[src/rtl/ctrl_pkg.sv]
// rtl/ctrl_pkg.sv - shared constants and types for the multi-cycle sequencer
// Opcode and func encodings, sequencer state encoding and instruction classes.
package ctrl_pkg;

    localparam logic [4:0] OP_RTYPE = 5'b00000;
    localparam logic [4:0] OP_ADDI  = 5'b00101;
    localparam logic [4:0] OP_SW    = 5'b00111;
    localparam logic [4:0] OP_LW    = 5'b01000;

    localparam logic [4:0] F_ADD = 5'b00000;
    localparam logic [4:0] F_SUB = 5'b00001;
    localparam logic [4:0] F_AND = 5'b00010;
    localparam logic [4:0] F_OR  = 5'b00011;
    localparam logic [4:0] F_SLL = 5'b00100;
    localparam logic [4:0] F_SRA = 5'b00101;

    typedef enum logic [2:0] {
        S_FETCH  = 3'd0,
        S_DECODE = 3'd1,
        S_EXEC   = 3'd2,
        S_MEM    = 3'd3,
        S_WB     = 3'd4,
        S_FAULT  = 3'd5
    } state_t;

    typedef enum logic [2:0] {
        C_NOP   = 3'd0,
        C_RTYPE = 3'd1,
        C_ADDI  = 3'd2,
        C_SW    = 3'd3,
        C_LW    = 3'd4
    } iclass_t;

endpackage

[src/rtl/instr_decode.sv]
// rtl/instr_decode.sv - combinational opcode/func to instruction-class decoder
// Ports:
//   opcode  in   IR opcode field
//   func    in   IR ALU-op field
//   cls     out  instruction class (C_NOP when illegal)
//   illegal out  unsupported opcode, or R-type with func beyond F_SRA
module instr_decode
    import ctrl_pkg::*;
(
    input  logic [4:0] opcode,
    input  logic [4:0] func,
    output iclass_t    cls,
    output logic       illegal
);

    always_comb begin
        cls     = C_NOP;
        illegal = 1'b0;
        case (opcode)
            OP_RTYPE: begin
                if (func <= F_SRA) cls = C_RTYPE;
                else               illegal = 1'b1;
            end
            OP_ADDI: cls = C_ADDI;
            OP_SW:   cls = C_SW;
            OP_LW:   cls = C_LW;
            default: illegal = 1'b1;
        endcase
    end

endmodule

[src/rtl/multicycle_ctrl.sv]
// rtl/multicycle_ctrl.sv - multi-cycle FETCH/DECODE/EXEC/MEM/WB sequencer
// Ports:
//   clock, reset          rising-edge clock, synchronous active-high reset
//   opcode, func          IR fields, valid from the cycle after ir_we
//   imem_ack, dmem_ack    memory handshakes
//   imem_req, dmem_req    memory requests
//   ir_we, pc_we          IR load, PC advance
//   Rwe, Rdst, ALUinB     register write, rd select, immediate on ALU B
//   ALUop, DMwe, Rwd      ALU operation, data-memory write, write-back from memory
//   fault                 sticky fault (illegal instruction or memory timeout)
//   retired               retired-instruction count, wraps
module multicycle_ctrl
    import ctrl_pkg::*;
#(
    parameter int TIMEOUT = 16,
    parameter int CNT_W   = 32
) (
    input  logic             clock,
    input  logic             reset,
    input  logic [4:0]       opcode,
    input  logic [4:0]       func,
    input  logic             imem_ack,
    input  logic             dmem_ack,
    output logic             imem_req,
    output logic             dmem_req,
    output logic             ir_we,
    output logic             pc_we,
    output logic             Rwe,
    output logic             Rdst,
    output logic             ALUinB,
    output logic [4:0]       ALUop,
    output logic             DMwe,
    output logic             Rwd,
    output logic             fault,
    output logic [CNT_W-1:0] retired
);

    localparam int                WAIT_W    = $clog2(TIMEOUT + 1);
    localparam logic [WAIT_W-1:0] WAIT_LAST = WAIT_W'(TIMEOUT - 1);

    state_t            state, state_next;
    iclass_t           cls_q, dec_cls;
    logic              dec_illegal;
    logic [4:0]        func_q;
    logic [WAIT_W-1:0] wcnt;
    logic [CNT_W-1:0]  ret_q;
    logic              retire;
    logic              timed_out;

    instr_decode u_decode (
        .opcode  (opcode),
        .func    (func),
        .cls     (dec_cls),
        .illegal (dec_illegal)
    );

    assign timed_out = (wcnt == WAIT_LAST);
    assign retired   = reset ? '0 : ret_q;

    always_ff @(posedge clock) begin
        if (reset) begin
            state  <= S_FETCH;
            cls_q  <= C_NOP;
            func_q <= 5'b0;
            wcnt   <= '0;
            ret_q  <= '0;
        end else begin
            state <= state_next;
            // Class and func are captured once so the datapath controls stay
            // stable through EXEC..WB regardless of later IR activity.
            if (state == S_DECODE) begin
                cls_q  <= dec_cls;
                func_q <= func;
            end
            if (retire) ret_q <= ret_q + CNT_W'(1);
            if (state_next != state)
                wcnt <= '0;
            else if (state == S_FETCH || state == S_MEM)
                wcnt <= wcnt + WAIT_W'(1);
        end
    end

    always_comb begin
        state_next = state;
        imem_req   = 1'b0;
        dmem_req   = 1'b0;
        ir_we      = 1'b0;
        pc_we      = 1'b0;
        Rwe        = 1'b0;
        Rdst       = 1'b0;
        ALUinB     = 1'b0;
        ALUop      = 5'b0;
        DMwe       = 1'b0;
        Rwd        = 1'b0;
        fault      = 1'b0;
        retire     = 1'b0;

        if (state == S_EXEC || state == S_MEM || state == S_WB) begin
            ALUinB = (cls_q == C_ADDI) || (cls_q == C_SW) || (cls_q == C_LW);
            ALUop  = ALUinB ? 5'b0 : func_q;
            Rdst   = (cls_q == C_RTYPE);
        end

        case (state)
            S_FETCH: begin
                imem_req = 1'b1;
                // An ack in the last allowed cycle still wins over the timeout.
                if (imem_ack) begin
                    ir_we      = 1'b1;
                    state_next = S_DECODE;
                end else if (timed_out) begin
                    state_next = S_FAULT;
                end
            end
            S_DECODE: state_next = dec_illegal ? S_FAULT : S_EXEC;
            S_EXEC:   state_next = (cls_q == C_SW || cls_q == C_LW) ? S_MEM : S_WB;
            S_MEM: begin
                dmem_req = 1'b1;
                DMwe     = (cls_q == C_SW);
                if (dmem_ack) begin
                    if (cls_q == C_SW) begin
                        pc_we      = 1'b1;
                        retire     = 1'b1;
                        state_next = S_FETCH;
                    end else begin
                        state_next = S_WB;
                    end
                end else if (timed_out) begin
                    state_next = S_FAULT;
                end
            end
            S_WB: begin
                Rwe        = 1'b1;
                pc_we      = 1'b1;
                Rwd        = (cls_q == C_LW);
                retire     = 1'b1;
                state_next = S_FETCH;
            end
            S_FAULT:  fault = 1'b1;
            default:  state_next = S_FAULT;
        endcase

        if (reset) begin
            imem_req = 1'b0;
            dmem_req = 1'b0;
            ir_we    = 1'b0;
            pc_we    = 1'b0;
            Rwe      = 1'b0;
            Rdst     = 1'b0;
            ALUinB   = 1'b0;
            ALUop    = 5'b0;
            DMwe     = 1'b0;
            Rwd      = 1'b0;
            fault    = 1'b0;
        end
    end

endmodule

[config.mk]
export PLATFORM = sky130hd
export DESIGN_NAME = multicycle_ctrl
export DESIGN_NICKNAME = d
export VERILOG_FILES = /design/src/rtl/ctrl_pkg.sv /design/src/rtl/instr_decode.sv /design/src/rtl/multicycle_ctrl.sv
export SDC_FILE = /design/constraint.sdc
export NUM_CORES = 1
export LEC_CHECK = 0
export ABC_AREA = 1
export CAP_MARGIN = 20
export CORE_MARGIN = 5
export CORE_UTILIZATION = 37
export CTS_CLUSTER_DIAMETER = 100
export DETAILED_ROUTE_END_ITERATION = 10
export PLACE_DENSITY = 0.62
export SLEW_MARGIN = 20
export SYNTH_ARGS = -nofsm -noshare
export SYNTH_HDL_FRONTEND = slang
export SYNTH_SLANG_ARGS = --single-unit
export TNS_END_PERCENT = 50
[constraint.sdc]
create_clock -name clock -period 2.85 [get_ports clock]
set_input_delay 0.285 -clock clock [delete_from_list [all_inputs] [get_ports clock]]
set_output_delay 0.285 -clock clock [all_outputs]
set_load 0.01 [all_outputs]
==> results of run 1 <==
[power by group]
part | switching [mW] | internal [mW] | leakage [nW]
clock | 0.236 | 0.261 | 0.0552
combinational | 0.204 | 0.113 | 0.966
sequential | 0.0350 | 0.706 | 0.389
[sequential cells by signal (all words and copies together) (netlist names)]
register and count:
ret_q 32, func_q 5, wcnt 5, cls_q 3
state 3
[area by class of cell]
type	instances	area [um2]	area share
tap	105	131	0.0335
multi-input combinational	400	1820	0.463
clock inverter	2	35.0	0.00893
timing repair buffer	65	646	0.165
sequential	48	961	0.245
clock buffer	6	72.6	0.0185
inverter	69	259	0.0660
[metal layers]
| metal | vias to the layer above | part of all wire |
|---|---|---|
| met2 | 64 | 0.48 |
| met3 | 12 | 0.044 |
| li1 | 1794 | - |
| met1 | 1496 | 0.46 |
| met5 | - | 0 |
| met4 | 0 | 0.015 |
[metrics by stage]
step / util / hold slack (ps)
4_1_cts: 0.477 / 428
3_3_place_gp: 0.464 / 449
6_report: 0.477 / 432
2_1_floorplan: - / 431
5_1_grt: 0.477 / 462
3_5_place_dp: 0.464 / 450
[cell usage after synthesis]
cell / n / area share
clkbuf_1: 4 / 0.0048
dfxtp_1: 48 / 0.31
nor2_1: 94 / 0.11
mux2i_1: 1 / 0.0032
buf_6: 3 / 0.011
inv_1: 66 / 0.079
nand2_1: 153 / 0.18
and3_1: 2 / 0.0040
ha_1: 3 / 0.012
nor4_1: 1 / 0.0020
o32ai_1: 1 / 0.0028
o21ai_0: 15 / 0.024
buf_1: 5 / 0.0060
nand2_2: 2 / 0.0040
o22a_1: 1 / 0.0028
nor2_2: 1 / 0.0020
xnor2_1: 2 / 0.0056
o21ai_4: 1 / 0.0052
xor2_1: 6 / 0.017
a31oi_1: 1 / 0.0020
inv_2: 3 / 0.0036
nor3_4: 1 / 0.0052
nand3_1: 36 / 0.058
nor3_1: 30 / 0.048
o21ai_1: 1 / 0.0016
a21oi_1: 38 / 0.061
nand3_4: 1 / 0.0056
nand4_1: 8 / 0.016
mux2_2: 1 / 0.0036
buf_2: 3 / 0.0048
[cells by family after synthesis]
| logic type | after synthesis |
|---|---|
| and+or+nand+nor | 329 |
| buffers and inverters | 84 |
| AOI/OAI and AO/OA | 58 |
| xor gates and xnor gates | 8 |
| adders and majority gates | 3 |
| muxes | 2 |
| DFF | 48 |
[final timing paths]
check,end
worst max-delay path,ALUop[1]
worst min-delay path,cls_q[0]
worst max register to register,ret_q[30]
worst min register to register,func_q[3]
[layout by cell type (no fill, tap or decap), drive strengths merged, types with 2 or more instances in the layout]
master | synthesis | layout
clkdlybuf4s50 | 0 | 59
a21oi | 38 | 38
nor3 | 31 | 31
xnor2 | 2 | 2
xor2 | 6 | 6
and3 | 2 | 2
nand4 | 8 | 8
nor2 | 95 | 95
inv | 69 | 69
buf | 11 | 6
o21ai | 17 | 17
clkbuf | 4 | 6
ha | 3 | 3
dfxtp | 48 | 48
nand3 | 37 | 37
nand2 | 155 | 155
[worst max-delay path, delay by kind of cell (launching register included)]
| family | cells | cell delay [ps] |
|---|---|---|
| flip-flops | 1 | 430 |
| AND/OR/NAND/NOR | 4 | 780 |
| buffers and inverters | 1 | 560 |
| AO/OA/AOI/OAI | 1 | 130 |
==> results.ini, run 1 <==
[floorplan]
die_w_um = 102
core-area_um2 = 8220
initial_utilization = 0.380
die_y_um = 102
boundaryPins = 61
dieArea_um2 = 10400
rows = 33

[hold_path]
min_path_cells = 2
min_from = reset
hold_path_class = in -> reg

[layout]
area_growth_pct = 25.7
final_area_um2 = 3920
final.fill_count = 908
drive_above_1_share = 0.0390
antenna_cells = 0
stdcell_count = 695
fin_nets = 606

[synth]
synth_top_family_by_area = simple AND/OR/NAND/NOR gates
yosys_warnings = 0
syn_area_per_cell_um2 = 5.87
yosysSeqAreaShare = 0.308
synth_fp_nets = 549
synth_xor_area_frac = 0.0225
yosys.area_share.simple = 0.442
synth_compound_area_frac = 0.0994
muxShareOfSynthArea = 0.00682
synthCells = 532
synth.distinct_cells = 30
syn-cell-area_um2 = 3120
synth-seq-cells = 48
synthAdderAreaFrac = 0.0120

[global_routing]
grtUsageMet2 = 0.300
grt-ovfl-total = 0
use_met1 = 0.224
antenna_found_initial = 0
gr-usage-met3 = 0.0287
track_usage = 0.173
grt_max_degree = 31
grt_first_pass_wirelength_mm = 14.7
grt_pass1_vias = 3293
grt_most_used_layer = met2

[setup_path]
cp-end-kind = primary output
path_cells = nor2_1 -> nand2_2 -> o21ai_0 -> nand2_1 -> nor3_1 -> clkdlybuf4s50_1
cp_max_fo = 9
slowest_delay_ps = 560
crit_path_start_kind = flip-flop
cp.required_ps = 2570
critical_path.startpoint = state[1]
reg2reg_depth = 9
r2r-start = ret_q[0]
critPathSlowestCell = clkdlybuf4s50_1
crit_type = reg -> out
r2r_slack_ps = 800
worst_ep_arrival_time_ps = 2190

[clock_network]
postCtsSetupBuffers = 0
worstSkewPairLatency_ps = 300
path_clk_slew_ps = 90
root_buffer = clkbuf_8
cts_resized = 0
cts_hold_buf = 0
htree_levels = 2
cts_tree = built
clkSinkCount = 48
cts_buffers = 5
cts_buffer_depth = 2

[placed_design]
dp_hpwl_mm = 6.64
dpl.cell_count = 687
portBuffers = 60
place_congestion = 0.884
placed_area_um2 = 3810
dp_slack_ps = 518

[pwr]
p_leak_nw = 1.41
ir_drop_mv = 0.213
total_power_mw = 1.56
powerDensity_nw_per_um2 = 397

[detailed_routing]
routed_wl_mm = 8.56
firstDrtPassIters = 4
via_per_inst = 4.84
route.detailed.drc = 0
num_vias = 3366
avgRoutedWirePerCell_um = 12.3
drt_iter0_markers = 125
antenna_left = 0

[sta]
layout_setup_ws_ps = 371
clock_skew_ps = 9.28
final_hold_viol_count = 0
slew_headroom = 0.712
final_max_slew_viol_count = 0
rsz0062_at_grt = no
period_share = 0.870
tns_ps = 0
setup_viol = 0
worst_pin_slew_ps = 429
min_period_ps = 2480
max_freq_mhz = 403

[run_status]
status = finished, final reports clean

[flow_run]
drv_cap = 0

Note: power is estimated with default switching activity, not from simulation.
==> inputs of run 2 (changes only) <==
PLACE_DENSITY = not set   (was 0.62)
PLACE_DENSITY_LB_ADDON = 0.08   (was not set)
==> results.ini, run 2 (synthesis results as in run 1) <==
[setup_path]
r2r-start = ret_q[0]
crit_path_start_kind = flip-flop
worst_ep_arrival_time_ps = 2240  ; +50 ps
cp.required_ps = 2570  ; about the same
crit_type = reg -> out
timing.rr.end = ret_q[30]
slowest_delay_ps = 560  ; about the same
reg2reg_depth = 9  ; unchanged
r2r_slack_ps = 810  ; about the same
path_cells = nor2_1 -> nand2_2 -> o21ai_0 -> nand2_1 -> nor3_1 -> clkdlybuf4s50_1
critical_path.startpoint = state[1]
cp_max_fo = 9  ; unchanged
crit_buf_inv = 1  ; unchanged
critPathSlowestCell = clkdlybuf4s50_1
crit_family = simple AND/OR/NAND/NOR gates
cp-end-kind = primary output

[layout]
drive_above_1_share = 0.0407  ; +0.00169
largest_reg_flops = 32  ; unchanged
antenna_cells = 0  ; unchanged
layout_commonest_cell = nand2_1
final.fill_count = 902  ; -0.66%
reg_top3 = ret_q: 32 flops, func_q: 5 flops, wcnt: 5 flops
regMostFlops = ret_q
fin_nets = 606  ; unchanged
area_growth_pct = 25.9
final_cell_mix = nand2_1 (153), nor2_1 (94), inv_1 (66)

[pwr]
total_power_mw = 1.62  ; +3.9%
ir_drop_mv = 0.250  ; +17%
share_seq_of_total_power = 0.459  ; -0.017
powerDensity_nw_per_um2 = 411  ; +3.7%
power.internal_mw = 1.13  ; +4.4%
p_clk_frac = 0.342  ; +0.022
switching_share = 0.303  ; -0.00320
p_switching_mw = 0.489  ; +2.8%
power_frac_comb = 0.199  ; -0.005
p_leak_nw = 1.41  ; +0.33%

[clock_network]
root_buffer = clkbuf_8
path_clk_slew_ps = 90  ; about the same
htree_levels = 2  ; unchanged
cts_buffers = 5  ; unchanged
worstSkewPairLatency_ps = 310  ; about the same
clkSinkCount = 48  ; unchanged
cts_buffer_depth = 2  ; unchanged
postCtsSetupBuffers = 0  ; unchanged
cts_hold_buf = 0  ; unchanged
cts_resized = 0  ; unchanged
cts_tree = built

[detailed_routing]
firstDrtPassIters = 5  ; +1
drt_iter0_markers = 146  ; +17%
route.detailed.drc = 0  ; unchanged
routed_wl_mm = 8.78  ; +2.6%
num_vias = 3442  ; +2.3%
antenna_left = 0  ; unchanged
via_per_inst = 4.95  ; +2.3%
avgRoutedWirePerCell_um = 12.6  ; +2.6%

[hold_path]
whs_endpoint = cls_q[0]
min_from = reset
hold_path_class = in -> reg
min_path_cells = 2  ; unchanged

[floorplan]
die_y_um = 102  ; unchanged
initial_utilization = 0.380  ; unchanged
die_w_um = 102  ; unchanged
rows = 33  ; unchanged
core-area_um2 = 8220  ; unchanged
dieArea_um2 = 10400  ; unchanged
boundaryPins = 61  ; unchanged

[global_routing]
track_usage = 0.178  ; +0.00582
grt_pass1_vias = 3236  ; -1.7%
grt-ovfl-total = 0  ; unchanged
antenna_found_initial = 0  ; unchanged
grt_max_degree = 36  ; +16%
grt_first_pass_wirelength_mm = 14.9  ; +1.7%

[sta]
clock_skew_ps = 5.63  ; -3.65 ps
final_max_slew_viol_count = 0  ; unchanged
max_freq_mhz = 397  ; -1.7%
min_period_ps = 2520  ; +42.9 ps
tns_ps = 0  ; unchanged
final_hold_viol_count = 0  ; unchanged
setup_viol = 0  ; unchanged
period_share = 0.885  ; +0.0150
rsz0062_at_grt = no
worst_pin_slew_ps = 422  ; -6.39 ps
slew_headroom = 0.717  ; +0.00429

[run_status]
status = finished, final reports clean

[placed_design]
place_congestion = 0.922  ; +4.3%
dp_hpwl_mm = 6.70  ; +0.88%
portBuffers = 60  ; unchanged

[flow_run]
drv_cap = 0  ; unchanged

-- run 2: changes by cell type in the layout (fill, tap and decap cells not counted), sizes merged --
cell,previous run,this run
clkinv,1,0
clkbuf,6,7
-- run 2: how the worst max path moves through the flow --
stage                     end  cells past startpoint  slack, ps
global route         ALUop[0]                      6         90
global placement        pc_we                      6        510
detailed placement      pc_we                      6        460
CTS                  ALUop[0]                      6        290
finish               ALUop[0]                      6        330
floorplan           ret_q[24]                     10       1180
-- run 2: area by class of cell --
| class | instances | area, um2 | area share |
|---|---|---|---|
| flip-flops and latches | 48 | 961 | 0.245 |
| clock buffers | 7 | 96.3 | 0.0245 |
| repair buffers | 65 | 633 | 0.161 |
| inverters | 69 | 259 | 0.0659 |
| clock inverters | 1 | 30.0 | 0.00764 |
| multi-input cells | 400 | 1820 | 0.463 |
| well taps | 105 | 131 | 0.0334 |
-- run 2: metrics by stage --
| step | std cells | hold WS (ps) | utilization | setup WS, ps | area, um2 |
|---|---|---|---|---|---|
| 4_1_cts | 695 | 341 | 0.478 | 289 | 3930 |
| 5_1_grt | 695 | 381 | 0.478 | 93.3 | 3930 |
| 2_1_floorplan | 532 | 431 | - | 1180 | 3120 |
| 6_report | 695 | 342 | 0.478 | 328 | 3930 |
| 3_3_place_gp | 687 | 449 | 0.463 | 514 | 3800 |
| 3_5_place_dp | 687 | 449 | 0.463 | 463 | 3800 |
-- run 2: power groups by stage --
stage          clock network, mW  registers (mW)  logic, mW
2_1_floorplan                  0           0.744      0.234
3_3_place_gp                   0           0.755      0.317
3_5_place_dp                   0           0.757      0.321
4_1_cts                    0.565           0.741      0.322
5_1_grt                    0.593           0.747      0.360
6_report                   0.553           0.742      0.321
-- run 2: metal layers --
| layer | wire, um | vias to the layer above | track usage |
|---|---|---|---|
| li1 | - | 1796 | - |
| met1 | 3910 | 1528 | 0.224 |
| met2 | 4160 | 104 | 0.307 |
| met3 | 546 | 14 | 0.0355 |
| met4 | 162 | 0 | 0.0585 |
| met5 | 0 | - | 0 |
-- run 2: worst register-to-register path, delay by kind of cell, from the launching register on --
family	cells	cell delay [ps]
and+or+nand+nor	6	1010
DFF	1	450
adders and majority gates	1	280
buffers and inverters	1	130
AOI/OAI and AO/OA	1	120
